[config.mk]
export PLATFORM = sky130hd
export DESIGN_NAME = c2c_link_responder
export DESIGN_NICKNAME = d
export VERILOG_FILES = /design/src/rtl/c2c_pkg.sv /design/src/rtl/c2c_link_responder.sv
export SDC_FILE = /design/constraint.sdc
export NUM_CORES = 1
export LEC_CHECK = 0
export CORE_UTILIZATION = 43
export CTS_CLUSTER_DIAMETER = 50
export CTS_CLUSTER_SIZE = 25
export DETAILED_ROUTE_END_ITERATION = 7
export PLACE_DENSITY = 0.82
export SYNTH_ARGS = -nofsm -noshare
export SYNTH_HDL_FRONTEND = slang
export SYNTH_SLANG_ARGS = --single-unit
[constraint.sdc]
create_clock -name clock -period 2.4 [get_ports clock]
set_input_delay 0.72 -clock clock [delete_from_list [all_inputs] [get_ports clock]]
set_output_delay 0.72 -clock clock [all_outputs]
set_load 0.05 [all_outputs]
[src/rtl/c2c_pkg.sv]
// Shared definitions for the C2C link responder.
//
// Contents:
//   - request opcode encodings (read/write)
//   - header and status word field positions
//   - AXI response codes and fixed AXI burst attributes
//   - responder FSM state enum
//   - pack/unpack helpers for the header and status word
//
// Header word : {15'b0, op[16], cnt[15:0]}       beats = cnt + 1
// Status word : {13'b0, resp[18:17], op[16], cnt[15:0]}
package c2c_pkg;

  localparam logic C2C_OP_READ  = 1'b0;
  localparam logic C2C_OP_WRITE = 1'b1;

  localparam int C2C_HDR_CNT_LSB   = 0;
  localparam int C2C_HDR_CNT_W     = 16;
  localparam int C2C_HDR_OP_BIT    = 16;
  localparam int C2C_STAT_RESP_LSB = 17;

  localparam logic [1:0] AXI_RESP_OKAY   = 2'b00;
  localparam logic [1:0] AXI_RESP_SLVERR = 2'b10;
  localparam logic [1:0] AXI_RESP_DECERR = 2'b11;

  // Every beat is a full 32-bit word on an incrementing burst.
  localparam logic [2:0] AXI_SIZE_4B    = 3'b010;
  localparam logic [1:0] AXI_BURST_INCR = 2'b01;
  localparam logic [3:0] AXI_STRB_ALL   = 4'hF;

  typedef enum logic [3:0] {
    ST_HDR     = 4'd0,
    ST_ADDR_HI = 4'd1,
    ST_ADDR_LO = 4'd2,
    ST_AW      = 4'd3,
    ST_WDATA   = 4'd4,
    ST_BRESP   = 4'd5,
    ST_AR      = 4'd6,
    ST_PAD     = 4'd7,
    ST_RDATA   = 4'd8,
    ST_DRAIN   = 4'd9,
    ST_STATUS  = 4'd10
  } c2c_state_e;

  typedef struct packed {
    logic        op;
    logic [15:0] cnt;
  } c2c_hdr_t;

  typedef struct packed {
    logic [1:0] resp;
    c2c_hdr_t   hdr;
  } c2c_status_t;

  // Only the low 17 bits of a header carry information.
  function automatic c2c_hdr_t unpack_hdr(input logic [16:0] word);
    return c2c_hdr_t'(word);
  endfunction

  function automatic logic [31:0] pack_hdr(input c2c_hdr_t hdr);
    return {15'b0, hdr};
  endfunction

  function automatic logic [31:0] pack_status(input logic [1:0] resp, input c2c_hdr_t hdr);
    return {13'b0, resp, hdr};
  endfunction

  // Only the low 19 bits of a status word carry information.
  function automatic c2c_status_t unpack_status(input logic [18:0] word);
    return c2c_status_t'(word);
  endfunction

endpackage

[src/rtl/c2c_link_responder.sv]
// c2c_link_responder -- far-chip end of the C2C link.
//
// Decodes 32-bit request frames from io_in, replays each request as a single
// AXI4 burst on io_m_axi, and returns read data plus a status word on io_out.
// Exactly one request is in flight; responses come back in request order.
//
// Ports:
//   clock, reset                 single clock, asynchronous active-low reset
//   io_in_*                      request frame stream (valid/ready/32-bit bits)
//   io_out_*                     response frame stream (valid/ready/32-bit bits)
//   io_m_axi_aw_* / w_* / b_*    AXI4 write channels (master side)
//   io_m_axi_ar_* / r_*          AXI4 read channels (master side)
//   io_stat_*                    optional 32-bit statistics counters
//
// Configuration macro:
//   C2C_RESPONDER_STATS_EN  adds io_stat_req_count, io_stat_err_count and
//                           io_stat_beat_count; absent when undefined.
//
// Parameters:
//   ADDR_WIDTH  AXI address width (32..64); higher address bits must be zero
//   AXI_ID      constant ID driven on AW and AR
//   MAX_BEATS   largest accepted burst length in beats
module c2c_link_responder
  import c2c_pkg::*;
#(
  parameter int         ADDR_WIDTH = 32,
  parameter logic [3:0] AXI_ID     = 4'h0,
  parameter int         MAX_BEATS  = 256
) (
  input  logic                  clock,
  input  logic                  reset,

  input  logic                  io_in_valid,
  output logic                  io_in_ready,
  input  logic [31:0]           io_in_bits,

  output logic                  io_out_valid,
  input  logic                  io_out_ready,
  output logic [31:0]           io_out_bits,

  output logic                  io_m_axi_aw_valid,
  input  logic                  io_m_axi_aw_ready,
  output logic [3:0]            io_m_axi_aw_bits_id,
  output logic [ADDR_WIDTH-1:0] io_m_axi_aw_bits_addr,
  output logic [7:0]            io_m_axi_aw_bits_len,
  output logic [2:0]            io_m_axi_aw_bits_size,
  output logic [1:0]            io_m_axi_aw_bits_burst,

  output logic                  io_m_axi_w_valid,
  input  logic                  io_m_axi_w_ready,
  output logic [31:0]           io_m_axi_w_bits_data,
  output logic [3:0]            io_m_axi_w_bits_strb,
  output logic                  io_m_axi_w_bits_last,

  input  logic                  io_m_axi_b_valid,
  output logic                  io_m_axi_b_ready,
  input  logic [3:0]            io_m_axi_b_bits_id,
  input  logic [1:0]            io_m_axi_b_bits_resp,

  output logic                  io_m_axi_ar_valid,
  input  logic                  io_m_axi_ar_ready,
  output logic [3:0]            io_m_axi_ar_bits_id,
  output logic [ADDR_WIDTH-1:0] io_m_axi_ar_bits_addr,
  output logic [7:0]            io_m_axi_ar_bits_len,
  output logic [2:0]            io_m_axi_ar_bits_size,
  output logic [1:0]            io_m_axi_ar_bits_burst,

  input  logic                  io_m_axi_r_valid,
  output logic                  io_m_axi_r_ready,
  input  logic [3:0]            io_m_axi_r_bits_id,
  input  logic [31:0]           io_m_axi_r_bits_data,
  input  logic [1:0]            io_m_axi_r_bits_resp,
  input  logic                  io_m_axi_r_bits_last
`ifdef C2C_RESPONDER_STATS_EN
  ,
  output logic [31:0]           io_stat_req_count,
  output logic [31:0]           io_stat_err_count,
  output logic [31:0]           io_stat_beat_count
`endif
);

  c2c_state_e            state;
  c2c_hdr_t              hdr;
  logic [31:0]           addr_hi;
  logic [ADDR_WIDTH-1:0] addr;
  logic [1:0]            resp;
  logic [15:0]           beat;

  logic        in_fire;
  logic        w_fire;
  logic        b_fire;
  logic        r_fire;
  logic        out_fire;
  logic [63:0] full_addr;
  logic        addr_bad;
  logic        cnt_bad;
  logic        unused_ids;

  // Transaction IDs are not used: only one request is ever outstanding.
  assign unused_ids = ^{io_m_axi_b_bits_id, io_m_axi_r_bits_id};

  assign in_fire  = io_in_valid & io_in_ready;
  assign w_fire   = io_m_axi_w_valid & io_m_axi_w_ready;
  assign b_fire   = io_m_axi_b_valid & io_m_axi_b_ready;
  assign r_fire   = io_m_axi_r_valid & io_m_axi_r_ready;
  assign out_fire = io_out_valid & io_out_ready;

  // Address check is evaluated while the low address word is on io_in, so the
  // routing decision (AW/AR vs DRAIN) is made in the same cycle it is accepted.
  assign full_addr = {addr_hi, io_in_bits};
  assign addr_bad  = (full_addr >> ADDR_WIDTH) != 64'd0;
  assign cnt_bad   = ({1'b0, hdr.cnt} + 17'd1) > 17'(MAX_BEATS);

  // ---------------------------------------------------------------------------
  // Request decode / transaction sequencing
  // ---------------------------------------------------------------------------
  always_ff @(posedge clock or negedge reset) begin
    if (!reset) begin
      state   <= ST_HDR;
      hdr     <= '0;
      addr_hi <= '0;
      addr    <= '0;
      resp    <= AXI_RESP_OKAY;
      beat    <= '0;
    end else begin
      case (state)
        ST_HDR: begin
          if (in_fire) begin
            hdr   <= unpack_hdr(io_in_bits[16:0]);
            resp  <= AXI_RESP_OKAY;
            state <= ST_ADDR_HI;
          end
        end
        ST_ADDR_HI: begin
          if (in_fire) begin
            addr_hi <= io_in_bits;
            state   <= ST_ADDR_LO;
          end
        end
        ST_ADDR_LO: begin
          if (in_fire) begin
            addr <= full_addr[ADDR_WIDTH-1:0];
            beat <= '0;
            if (addr_bad || cnt_bad) begin
              resp  <= AXI_RESP_DECERR;
              state <= ST_DRAIN;
            end else if (hdr.op == C2C_OP_WRITE) begin
              state <= ST_AW;
            end else begin
              state <= ST_AR;
            end
          end
        end
        ST_AW: begin
          if (io_m_axi_aw_ready) state <= ST_WDATA;
        end
        ST_WDATA: begin
          if (w_fire) begin
            beat <= beat + 16'd1;
            if (beat == hdr.cnt) state <= ST_BRESP;
          end
        end
        ST_BRESP: begin
          if (b_fire) begin
            resp  <= io_m_axi_b_bits_resp;
            state <= ST_STATUS;
          end
        end
        ST_AR: begin
          if (io_m_axi_ar_ready) state <= ST_PAD;
        end
        ST_PAD: begin
          if (in_fire) state <= ST_RDATA;
        end
        ST_RDATA: begin
          if (r_fire) begin
            // Report the worst response seen across the burst.
            if (io_m_axi_r_bits_resp > resp) resp <= io_m_axi_r_bits_resp;
            if (io_m_axi_r_bits_last) state <= ST_STATUS;
          end
        end
        ST_DRAIN: begin
          // A rejected write still carries cnt+1 data words; a read carries one pad.
          if (in_fire) begin
            beat <= beat + 16'd1;
            if (hdr.op == C2C_OP_READ || beat == hdr.cnt) state <= ST_STATUS;
          end
        end
        ST_STATUS: begin
          if (io_out_ready) state <= ST_HDR;
        end
        default: state <= ST_HDR;
      endcase
    end
  end

  // ---------------------------------------------------------------------------
  // Stream and AXI handshakes (combinational from state)
  // ---------------------------------------------------------------------------
  always_comb begin
    io_in_ready = 1'b0;
    case (state)
      ST_HDR, ST_ADDR_HI, ST_ADDR_LO, ST_PAD, ST_DRAIN: io_in_ready = 1'b1;
      ST_WDATA: io_in_ready = io_m_axi_w_ready;
      default:  io_in_ready = 1'b0;
    endcase
  end

  assign io_m_axi_aw_valid      = (state == ST_AW);
  assign io_m_axi_aw_bits_id    = AXI_ID;
  assign io_m_axi_aw_bits_addr  = addr;
  assign io_m_axi_aw_bits_len   = hdr.cnt[7:0];
  assign io_m_axi_aw_bits_size  = AXI_SIZE_4B;
  assign io_m_axi_aw_bits_burst = AXI_BURST_INCR;

  // Write data flows straight from io_in to W; data is gated to zero outside
  // WDATA so nothing stale appears on the bus.
  assign io_m_axi_w_valid     = (state == ST_WDATA) && io_in_valid;
  assign io_m_axi_w_bits_data = (state == ST_WDATA) ? io_in_bits : 32'd0;
  assign io_m_axi_w_bits_strb = AXI_STRB_ALL;
  assign io_m_axi_w_bits_last = (state == ST_WDATA) && (beat == hdr.cnt);

  assign io_m_axi_b_ready = (state == ST_BRESP);

  assign io_m_axi_ar_valid      = (state == ST_AR);
  assign io_m_axi_ar_bits_id    = AXI_ID;
  assign io_m_axi_ar_bits_addr  = addr;
  assign io_m_axi_ar_bits_len   = hdr.cnt[7:0];
  assign io_m_axi_ar_bits_size  = AXI_SIZE_4B;
  assign io_m_axi_ar_bits_burst = AXI_BURST_INCR;

  // Read data flows straight from R to io_out.
  assign io_m_axi_r_ready = (state == ST_RDATA) && io_out_ready;
  assign io_out_valid     = ((state == ST_RDATA) && io_m_axi_r_valid) || (state == ST_STATUS);

  always_comb begin
    io_out_bits = 32'd0;
    case (state)
      ST_RDATA:  io_out_bits = io_m_axi_r_bits_data;
      ST_STATUS: io_out_bits = pack_status(resp, hdr);
      default:   io_out_bits = 32'd0;
    endcase
  end

`ifdef C2C_RESPONDER_STATS_EN
  // ---------------------------------------------------------------------------
  // Optional statistics counters (free-running, wrap at 2^32)
  // ---------------------------------------------------------------------------
  always_ff @(posedge clock or negedge reset) begin
    if (!reset) begin
      io_stat_req_count  <= '0;
      io_stat_err_count  <= '0;
      io_stat_beat_count <= '0;
    end else begin
      if (out_fire && state == ST_STATUS) begin
        io_stat_req_count <= io_stat_req_count + 32'd1;
        if (resp != AXI_RESP_OKAY) io_stat_err_count <= io_stat_err_count + 32'd1;
      end
      if (w_fire || r_fire) io_stat_beat_count <= io_stat_beat_count + 32'd1;
    end
  end
`else
  logic unused_out_fire;
  assign unused_out_fire = out_fire;
`endif

endmodule

==> results of run 1 <==
[cell usage in the layout (no fill, tap or decap), types with 3 or more instances in the layout]
cell type,count
clkdlybuf4s50_1,139
nand2_1,116
dfrtp_1,98
buf_4,79
buf_12,78
mux2_2,49
and2_4,29
conb_1,22
and2_1,20
a22o_4,19
o21ai_0,16
nand3_1,13
nor2_1,12
xnor2_1,12
nor4_1,12
buf_6,10
nand4_1,9
clkbuf_16,9
a21oi_1,8
o31ai_1,8
dlymetal6s2s_1,8
inv_1,7
dfrtp_2,5
dlygate4sd2_1,5
xnor2_2,4
o41ai_1,4
nor2b_1,3
a21o_1,3
or3_1,3
o2111ai_1,3
or4_1,3
xor2_1,3
ha_1,3
buf_16,3
[per-stage QoR]
stage	total power [W]	area (sq um)	util (%)
2_1_floorplan	0.00871	6030	-
3_5_place_dp	0.0118	9210	69.0
6_report	0.0140	10000	75.3
5_1_grt	0.0145	10000	75.3
3_3_place_gp	0.0116	9210	69.0
4_1_cts	0.0139	9980	74.8
[routing by layer]
| metal | vias up | global-route usage (%) |
|---|---|---|
| met5 | - | 0 |
| met4 | 0 | 14.1 |
| met3 | 54 | 4.98 |
| met2 | 254 | 51.2 |
| met1 | 2761 | 34.9 |
| li1 | 2531 | - |
[what timing repair did]
item                                    CTS  global route
pin swaps                                33            18
gates resized for setup                  83            16
cloned                                    5             0
setup buffers                            12             1
endpoints found under the setup margin   76            79
[how the worst min path moves through the flow]
stage / to / cells past startpoint / slack, ps / start
floorplan: addr_hi[0]$_DFFE_PN0P_ / 0 / 420 / reset
finish: addr_hi[29]$_DFFE_PN0P_ / 1 / 350 / reset
detailed placement: addr_hi[16]$_DFFE_PN0P_ / 1 / 500 / addr_hi[16]$_DFFE_PN0P_
CTS: addr_hi[28]$_DFFE_PN0P_ / 1 / 360 / reset
global placement: addr_hi[7]$_DFFE_PN0P_ / 1 / 490 / addr_hi[7]$_DFFE_PN0P_
global route: addr_hi[28]$_DFFE_PN0P_ / 1 / 380 / reset
[where the power goes]
| group | switching (W) | leakage, nW | internal (W) |
|---|---|---|---|
| clock network | 0.000644 | 0.142 | 0.000801 |
| registers | 0.000627 | 1.28 | 0.00248 |
| logic | 0.00551 | 3.11 | 0.00389 |
[cell families (layout without fill, tap and decap cells)]
| family | after synthesis | count (layout) | share of synthesized area, % |
|---|---|---|---|
| other | 2 | 22 | 0.127 |
| adders and majority gates | 3 | 3 | 0.635 |
| xor gates and xnor gates | 19 | 19 | 2.82 |
| buffers and inverters | 112 | 345 | 12.0 |
| muxes | 50 | 50 | 9.51 |
| DFF | 103 | 103 | 43.6 |
| and+or+nand+nor | 244 | 244 | 20.8 |
| AOI/OAI and AO/OA | 83 | 83 | 10.5 |
[cell type report]
class                           count  area, sq um  area share [%]
Timing Repair Buffer              323         3900            38.8
Multi-Input combinational cell    421         3030            30.2
Sequential cell                   103         2580            25.7
Clock buffer                        9          225            2.24
Tap cell                          176          220            2.19
Clock inverter                      5         57.6           0.573
Inverter                            8         30.0           0.299
[state kept, by name, indices dropped and copies added, names as in the netlist]
| register | cells |
|---|---|
| hdr | 9 |
| io_m_axi_ar_bits_addr | 32 |
| beat | 16 |
| addr_hi | 32 |
| state | 4 |
| io_m_axi_ar_bits_len | 8 |
| resp | 2 |
[worst max-delay path, delay by kind of cell, from the launching register on]
kind | cells | cell delay [ps]
xor gates and xnor gates | 1 | 220
and+or+nand+nor | 3 | 610
DFF | 1 | 410
buffers and inverters | 2 | 300
==> run metrics, run 1 <==
routed vias=5600; placed cells=1013; r2r endpoint=beat[10]$_DFFE_PN0P_; most common library cells after synthesis=nand2_1, dfrtp_1, buf_4; Pins Over Slew Limit=0; WL met1=about 8000 microns; CP max FO=2; Reg clk slew, reported paths=70 ps; Die Y=about 120 microns; diode count=0; Slew HR=63.7%; I/O pin cnt=260; Fmax=385 MHz; slowest stage delay, CP=between 400 and 500 ps; Post-Place Worst Slack=-296 ps; worst hold path type=in2async; clock sink total=103; total CTS buffers=9; Post-Syn Area=approximately 5900 sq um; minimum hold slack=353 ps; htree depth=3; share of layout cells above drive strength 1=35.8%; final hold viol count=0; Worst-Skew Late Latency=350 ps; vias per cell=5.36; 1st-pass router iterations=5; Syn Area/Cell=9.59 sq um; CP Launch Point=beat[12]$_DFFE_PN0P_; Die Area=14200 sq um; Yosys cell types=between 50 and 60; Post-synth top flop=dfrtp_1; worst setup path endpoint=io_m_axi_w_bits_last; sequential area share after synthesis=43.6%; GRT overflow=0; WL final=20600 microns; largest net degree at the start of global routing=39; Yosys reg bits=103; critical path launch point type=register; final setup vio count=around 70; post-layout min period=around 2600 ps; WL met2=10700 microns; Max-cap violations=0; initial antenna violation count=0; share of the synthesized area in the top cell type=between 40 and 50%; CP Cell Sequence=xnor2_2 -> nand4_1 -> nor4_2 -> buf_4 -> and2_4 -> buf_12; DP Wirelength=about 15000 microns; Area Growth Syn to Fin=70.0%; yosys warns=0; crit path capture type=output port; Initial Util=44.3%; All-Layer GR Usage=29.4%; top-count cell post-synth=nand2_1; FF-to-FF setup slack=140 ps; Reg-to-Reg Start=state[1]$_DFFE_PN0P_; failing checks=negative setup slack; uppermost layer routed=met4; Rows=42; R2R depth=8; Worst VDD drop=844 uV; WP data required=1680 ps; hold bufs inserted after CTS=0; Cells after Synth=616; RSZ-0062 raised after global routing=yes; wire per inst=19.7 microns; Critical-path top delay cell=dfrtp_1; Core Area=approximately 13000 sq um; number of synthesized flops with an enable pin=0; Max Buffers Root-to-Sink=2; vias in the first global route=5917; placer congestion estimate=0.911; first-pass GRT wire length=32100 microns; Crit path arrival time=1880 ps; clk_skew=5.34 ps; root buffer cell=clkbuf_16; PD cells=around 1400 nW/um^2; Tcrit/Tclk final=108%; Post-synth ARST share=100%; setup TNS=-6250 ps; leakage power=about 4.5 nW; Final WS setup=-201 ps; final non-filler cell total=1045; initial DRC count=about 510; worst-margin pin slew=542 ps; status=finished with violations; # DRC=0; routed length on met3=1200 microns; critical path class=reg2out; Port Buffers=229; nets=955; antenna-violating nets left=0; Synth area leader=dfrtp_1; synth top area cells=dfrtp_1, mux2_2, buf_4, nand2_1, and2_1; fillers=around 860; CTS tree=yes; Die Width=119 microns
Power figures use the tool's default switching activity.
==> inputs of run 2 (changes only) <==
--- a/config.mk
+++ b/config.mk
@@ -9,7 +9,7 @@
 export CTS_CLUSTER_DIAMETER = 50
 export CTS_CLUSTER_SIZE = 25
 export DETAILED_ROUTE_END_ITERATION = 7
-export PLACE_DENSITY = 0.82
+export PLACE_DENSITY_LB_ADDON = 0.25
 export SYNTH_ARGS = -nofsm -noshare
 export SYNTH_HDL_FRONTEND = slang
 export SYNTH_SLANG_ARGS = --single-unit
==> run 2 against run 1 <==
  * The run still ends with negative setup slack left
  * Routed wire length increased by 2.0%
  * Via count increased by 3.3%
  * Worst hold slack got worse by 43 ps
  * Final cell count increased by 1.3%
  * Design area increased by 2.6%
  * First-iteration DRC count decreased by 33%
  * Fmax decreased by 2.2%
  * Die area unchanged
  * Register-to-register slack improved by 60 ps
  * Critical path type unchanged
  * Core utilization increased by 1.9 points
  * Sequential share of layout area decreased by 0.62 points
==> run metrics, run 2 (synthesis gave the netlist of run 1 again) <==
antenna-violating nets left=0 (unchanged); placed cells=1009 (-0.39%); Critical-path top delay cell=dfrtp_1; clk_skew=6.71 ps (+1.37 ps); final non-filler cell total=1059 (+1.3%); commonest cells after routing, fill and taps aside=clkdlybuf4s50_1, nand2_1, dfrtp_1, buf_4, buf_12; CP Cell Sequence=xnor2_1 -> nand4_1 -> nor4_4 -> buf_4 -> and2_4 -> buf_12; slowest stage delay, CP=440 ps (+30 ps); worst hold path type=in2async; RSZ-0062 raised after global routing=yes; initial antenna violation count=1 (+1); htree depth=3 (unchanged); Clk pwr share=10.4% (about the same); Reg clk slew, reported paths=70 ps (about the same); Area Growth Syn to Fin=74.4%; wire per inst=19.9 microns (+0.69%); combinational power share=67.4% (about the same); Initial Util=44.3% (unchanged); Final WS setup=-259 ps (-58.7 ps); cell depth of the worst setup path=6 (unchanged); Worst-Skew Late Latency=350 ps (about the same); Sw Ratio=48.2% (-0.40 points); R2R depth=8 (unchanged); GRT overflow=0 (unchanged); largest net degree at the start of global routing=49 (+26%); DP Area=9190 sq um (-0.30%); vias in the first global route=5913 (-0.068%); 1st-pass router iterations=6 (+1); CTS tree=yes; Rows=42 (unchanged); commonest non-fill, non-tap cell in the layout=clkdlybuf4s50_1; Switch Pwr=0.00685 W (+0.90%); worst-margin pin slew=547 ps (+4.60 ps); Max Buffers Root-to-Sink=2 (unchanged); Port Buffers=229 (unchanged); critical path class=reg2out; post-layout min period=2660 ps (+58.7 ps); WP data required=1680 ps (about the same); Crit path arrival time=1940 ps (+60 ps); Fmax=376 MHz (-2.2%); Tcrit/Tclk final=111% (+2.4 points); I/O pin cnt=260 (unchanged); Sequential Power Share=22.1% (-0.2 points); # DRC=0 (unchanged); Die Area=14200 sq um (unchanged); DP Wirelength=14300 microns (-3.0%); WL final=21100 microns (+2.0%); nets=966 (+1.2%); Max-cap violations=0 (unchanged); final hold viol count=0 (unchanged); status=finished with violations; CP max FO=5 (+3); Slew HR=63.5% (-0.25 points); final instance area=10300 sq um (+2.6%); Die Width=119 microns (unchanged); Worst VDD drop=1120 uV (+33%); share of layout cells above drive strength 1=39.6% (+3.8 points); failing checks=negative setup slack; vias per cell=5.46 (+1.9%); root buffer cell=clkbuf_16; Core Area=13300 sq um (unchanged); critical path launch point type=register; Pins Over Slew Limit=0 (unchanged); clock sink total=103 (unchanged); Crit path max-delay family=simple AND/OR/NAND/NOR gates; total CTS buffers=9 (unchanged); Buffers & Inverters on Critical Path=2 (unchanged); PD cells=1380 nW/um^2 (-0.82%); routed vias=5782 (+3.3%); Post-Route Utilization=77.2% (+1.9 points); leakage power=4.65 nW (+2.6%); Post-Place Worst Slack=-195 ps (+101 ps); initial DRC count=341 (-33%); crit path capture type=output port; Die Y=119 microns (unchanged); final setup vio count=69 (+1.5%); first-pass GRT wire length=32200 microns (+0.36%); All-Layer GR Usage=29.6% (+0.28 points); Pint=0.00736 W (+2.5%); setup TNS=-4940 ps (+1320 ps); placer congestion estimate=0.969 (+6.4%)
[run 2: power by group through the flow]
| stage | Sequential (W) | Combinational [W] | Clock, W |
|---|---|---|---|
| final | 0.00315 | 0.00958 | 0.00148 |
| after CTS | 0.00313 | 0.00945 | 0.00150 |
| after floorplan | 0.00380 | 0.00492 | 0 |
| after global placement | 0.00310 | 0.00849 | 0 |
| after global routing | 0.00324 | 0.00995 | 0.00157 |
| after detailed placement | 0.00314 | 0.00862 | 0 |
[run 2: worst paths after layout]
check | startpoint | to | slack (ps)
setup reg to reg | state[2]$_DFFE_PN0P_ | state[0]$_DFFE_PN0P_ | 200
setup / recovery | beat[12]$_DFFE_PN0P_ | io_m_axi_w_bits_last | -260
hold / removal | reset | resp[0]$_DFFE_PN0P_ | 310
hold reg to reg | io_m_axi_ar_bits_addr[25]$_DFFE_PN0P_ | io_m_axi_ar_bits_addr[25]$_DFFE_PN0P_ | 510
max in group asynchronous | reset | beat[3]$_DFFE_PN0P_ | 1380
min in group clock | io_m_axi_ar_bits_addr[25]$_DFFE_PN0P_ | io_m_axi_ar_bits_addr[25]$_DFFE_PN0P_ | 510
[run 2: per-layer routing]
| layer | GRT usage [%] | vias up | routed length (microns) |
|---|---|---|---|
| li1 | - | 2554 | - |
| met5 | 0 | - | 0 |
| met4 | 11.8 | 0 | 738 |
| met1 | 34.5 | 2850 | 7840 |
| met3 | 4.89 | 59 | 1490 |
| met2 | 53.9 | 319 | 11000 |
[run 2: through the flow]
step	total power, W	hold slack (ps)
after floorplan	0.00871	424
after global placement	0.0116	488
after detailed placement	0.0118	494
after CTS	0.0141	334
after global routing	0.0147	346
final	0.0142	311
[run 2: what timing repair did]
action | CTS | global route
setup endpoints to repair | 72 | 79
pin swaps | 44 | 15
cloned | 7 | 2
buffers inserted | 26 | 2
resized for setup | 131 | 24
hold endpoints to repair | 0 | 0
hold buffers | 0 | 0
[run 2: final cells by class]
| cell class | count | area, sq um |
|---|---|---|
| Clock inverter | 6 | 68.8 |
| Fill cell | 827 | 3040 |
| Clock buffer | 10 | 229 |
| Inverter | 8 | 32.5 |
| Sequential cell | 103 | 2590 |
| Antenna cell | 1 | 2.50 |
| Tap cell | 176 | 220 |
| Multi-Input combinational cell | 421 | 3140 |
| Timing Repair Buffer | 334 | 4030 |
==> inputs of run 3 (changes only) <==
--- a/config.mk
+++ b/config.mk
@@ -10,6 +10,7 @@
 export CTS_CLUSTER_SIZE = 25
 export DETAILED_ROUTE_END_ITERATION = 7
 export PLACE_DENSITY_LB_ADDON = 0.25
+export SETUP_SLACK_MARGIN = 0.2
 export SYNTH_ARGS = -nofsm -noshare
 export SYNTH_HDL_FRONTEND = slang
 export SYNTH_SLANG_ARGS = --single-unit
==> run 3 against run 2 <==
  * Final cell count is 0.57% higher
  * First-iteration DRC count shrank 5.6%
  * The run still ends with negative setup slack left
  * Critical path type unchanged
  * Core utilization rose by 0.73 points
  * Critical path depth is 1 lower
  * Sequential power barely moved
  * Power fell by 1.6%
  * Register-to-register slack lost 80 ps
  * Global-route usage is 1.1 points lower
  * Combinational power shrank 1%
  * Largest cell class unchanged
==> run metrics, run 3 (synthesis gave the netlist of run 1 again) <==
GRT overflow=0 (unchanged); final hold viol count=0 (unchanged); root buffer cell=clkbuf_16; clk_skew=3.83 ps (-2.88 ps); PD cells=1340 nW/um^2 (-2.5%); worst hold path type=in2async; multi-input combinational cell area=3240 sq um (+3.3%); Worst-Skew Late Latency=340 ps (about the same); failing checks=negative setup slack; Fmax=386 MHz (+2.7%); # DRC=0 (unchanged); antenna-violating nets left=0 (unchanged); critical path launch point type=register; Pins Over Slew Limit=0 (unchanged); Slew HR=57.9% (-5.6 points); RSZ-0062 raised after global routing=yes; Initial Util=44.3% (unchanged); Tcrit/Tclk final=108% (-2.9 points); htree depth=3 (unchanged); Port Buffers=229 (unchanged); Max Buffers Root-to-Sink=2 (unchanged); status=finished with violations; I/O pin cnt=260 (unchanged); share of layout cells above drive strength 1=42.5% (+2.9 points); placer congestion estimate=0.894 (-7.7%); CP max FO=8 (+3); All-Layer GR Usage=28.6% (-1.1 points); total CTS buffers=9 (unchanged); final non-filler cell total=1065 (+0.57%); wire per inst=19.4 microns (-2.2%); vias in the first global route=5774 (-2.4%); worst-margin pin slew=632 ps (+84.9 ps); initial antenna violation count=0 (-1); Die Area=14200 sq um (unchanged); Post-Route Utilization=77.9% (+0.73 points); Rows=42 (unchanged); commonest cells after routing, fill and taps aside=nand2_1, dfrtp_1, buf_12, buf_4; DP Wirelength=14100 microns (-1.5%); clock sink total=103 (unchanged); Worst VDD drop=938 uV (-16%); WL final=20700 microns (-1.6%); Crit path arrival time=1870 ps (-70 ps); Reg clk slew, reported paths=70 ps (about the same); crit path capture type=output port; initial DRC count=322 (-5.6%); placed cells=1006 (-0.30%); Die Width=119 microns (unchanged); routed vias=5660 (-2.1%); minimum hold slack=388 ps (+77.0 ps); WP data required=1680 ps (about the same); Area Growth Syn to Fin=76.1%; CTS tree=yes; total power draw=0.0140 W (-1.6%); Sequential Area=2590 sq um (about the same); Max-cap violations=0 (unchanged); Final WS setup=-189 ps (+70.8 ps); leakage power=4.81 nW (+3.4%); final setup vio count=69 (unchanged); first-pass GRT wire length=31500 microns (-2.2%); nets=971 (+0.52%); Core Area=13300 sq um (unchanged); commonest non-fill, non-tap cell in the layout=nand2_1; vias per cell=5.31 (-2.7%); fillers=871 (+5.3%); largest net degree at the start of global routing=47 (-4.1%); Die Y=119 microns (unchanged); critical path class=reg2out; post-layout min period=2590 ps (-70.8 ps); 1st-pass router iterations=4 (-2)
run 3: cell count changes in the layout (fill, tap and decap cells not counted), moves of 7 or more:
cell / delta
clkdlybuf4s50_1: -65
dlygate4sd2_1: +66
buf_6: +7
dlymetal6s2s_1: -7
run 3: cell type report:
class                           instances  area share, %
Antenna cell                            2         0.0481
Clock buffer                           10           2.20
Clock inverter                          6          0.433
Inverter                                8          0.289
Multi-Input combinational cell        421           31.1
Sequential cell                       103           24.9
Tap cell                              176           2.12
Timing Repair Buffer                  339           38.9
run 3: through the flow:
| stage | TNS [ps] | cell area [sq um] | setup WS, ps |
|---|---|---|---|
| 2_1_floorplan | 0 | 6220 | 89.0 |
| 3_3_place_gp | -216 | 9360 | -109 |
| 3_5_place_dp | -332 | 9360 | -158 |
| 4_1_cts | -5470 | 10100 | -117 |
| 5_1_grt | -13980 | 10400 | -242 |
| 6_report | -10200 | 10400 | -189 |
run 3: final timing paths:
path	startpoint	end	slack (ps)	cells past startpoint
setup / recovery	state[3]$_DFFE_PN0P_	io_m_axi_w_bits_data[25]	-190	5
hold / removal	reset	io_m_axi_ar_bits_addr[28]$_DFFE_PN0P_	390	1
setup reg to reg	state[1]$_DFFE_PN0P_	beat[15]$_DFFE_PN0P_	120	9
hold reg to reg	io_m_axi_ar_bits_addr[23]$_DFFE_PN0P_	io_m_axi_ar_bits_addr[23]$_DFFE_PN0P_	500	2
max in group asynchronous	reset	beat[3]$_DFFE_PN0P_	1360	2
min in group clock	io_m_axi_ar_bits_addr[23]$_DFFE_PN0P_	io_m_axi_ar_bits_addr[23]$_DFFE_PN0P_	500	2
run 3: what timing repair did:
action	4_1_cts	5_1_grt
hold buffers	0	0
buffers inserted	26	7
pin swaps	53	29
endpoints found under the hold margin	0	0
cloned	7	1
endpoints found under the setup margin	160	84
resized for setup	158	51
run 3: critical path, cell delays in order (launching register included):
cell and delay [ps]:
dfrtp_2 470, nor4b_4 380, buf_6 200, clkbuf_16 180, and2_4 160, buf_12 130
run 3: routing by layer:
| metal | wire length (microns) | up-vias | track usage [%] |
|---|---|---|---|
| li1 | - | 2570 | - |
| met1 | 8190 | 2821 | 35.4 |
| met2 | 10700 | 237 | 49.5 |
| met3 | 1310 | 32 | 5.51 |
| met4 | 518 | 0 | 9.97 |
| met5 | 0 | - | 0 |
run 3: report_power, final:
part	leakage, nW	total [W]	internal [W]	switching, W
combinational	3.40	0.00948	0.00391	0.00557
clock	0.131	0.00137	0.000712	0.000660
sequential	1.28	0.00313	0.00249	0.000641
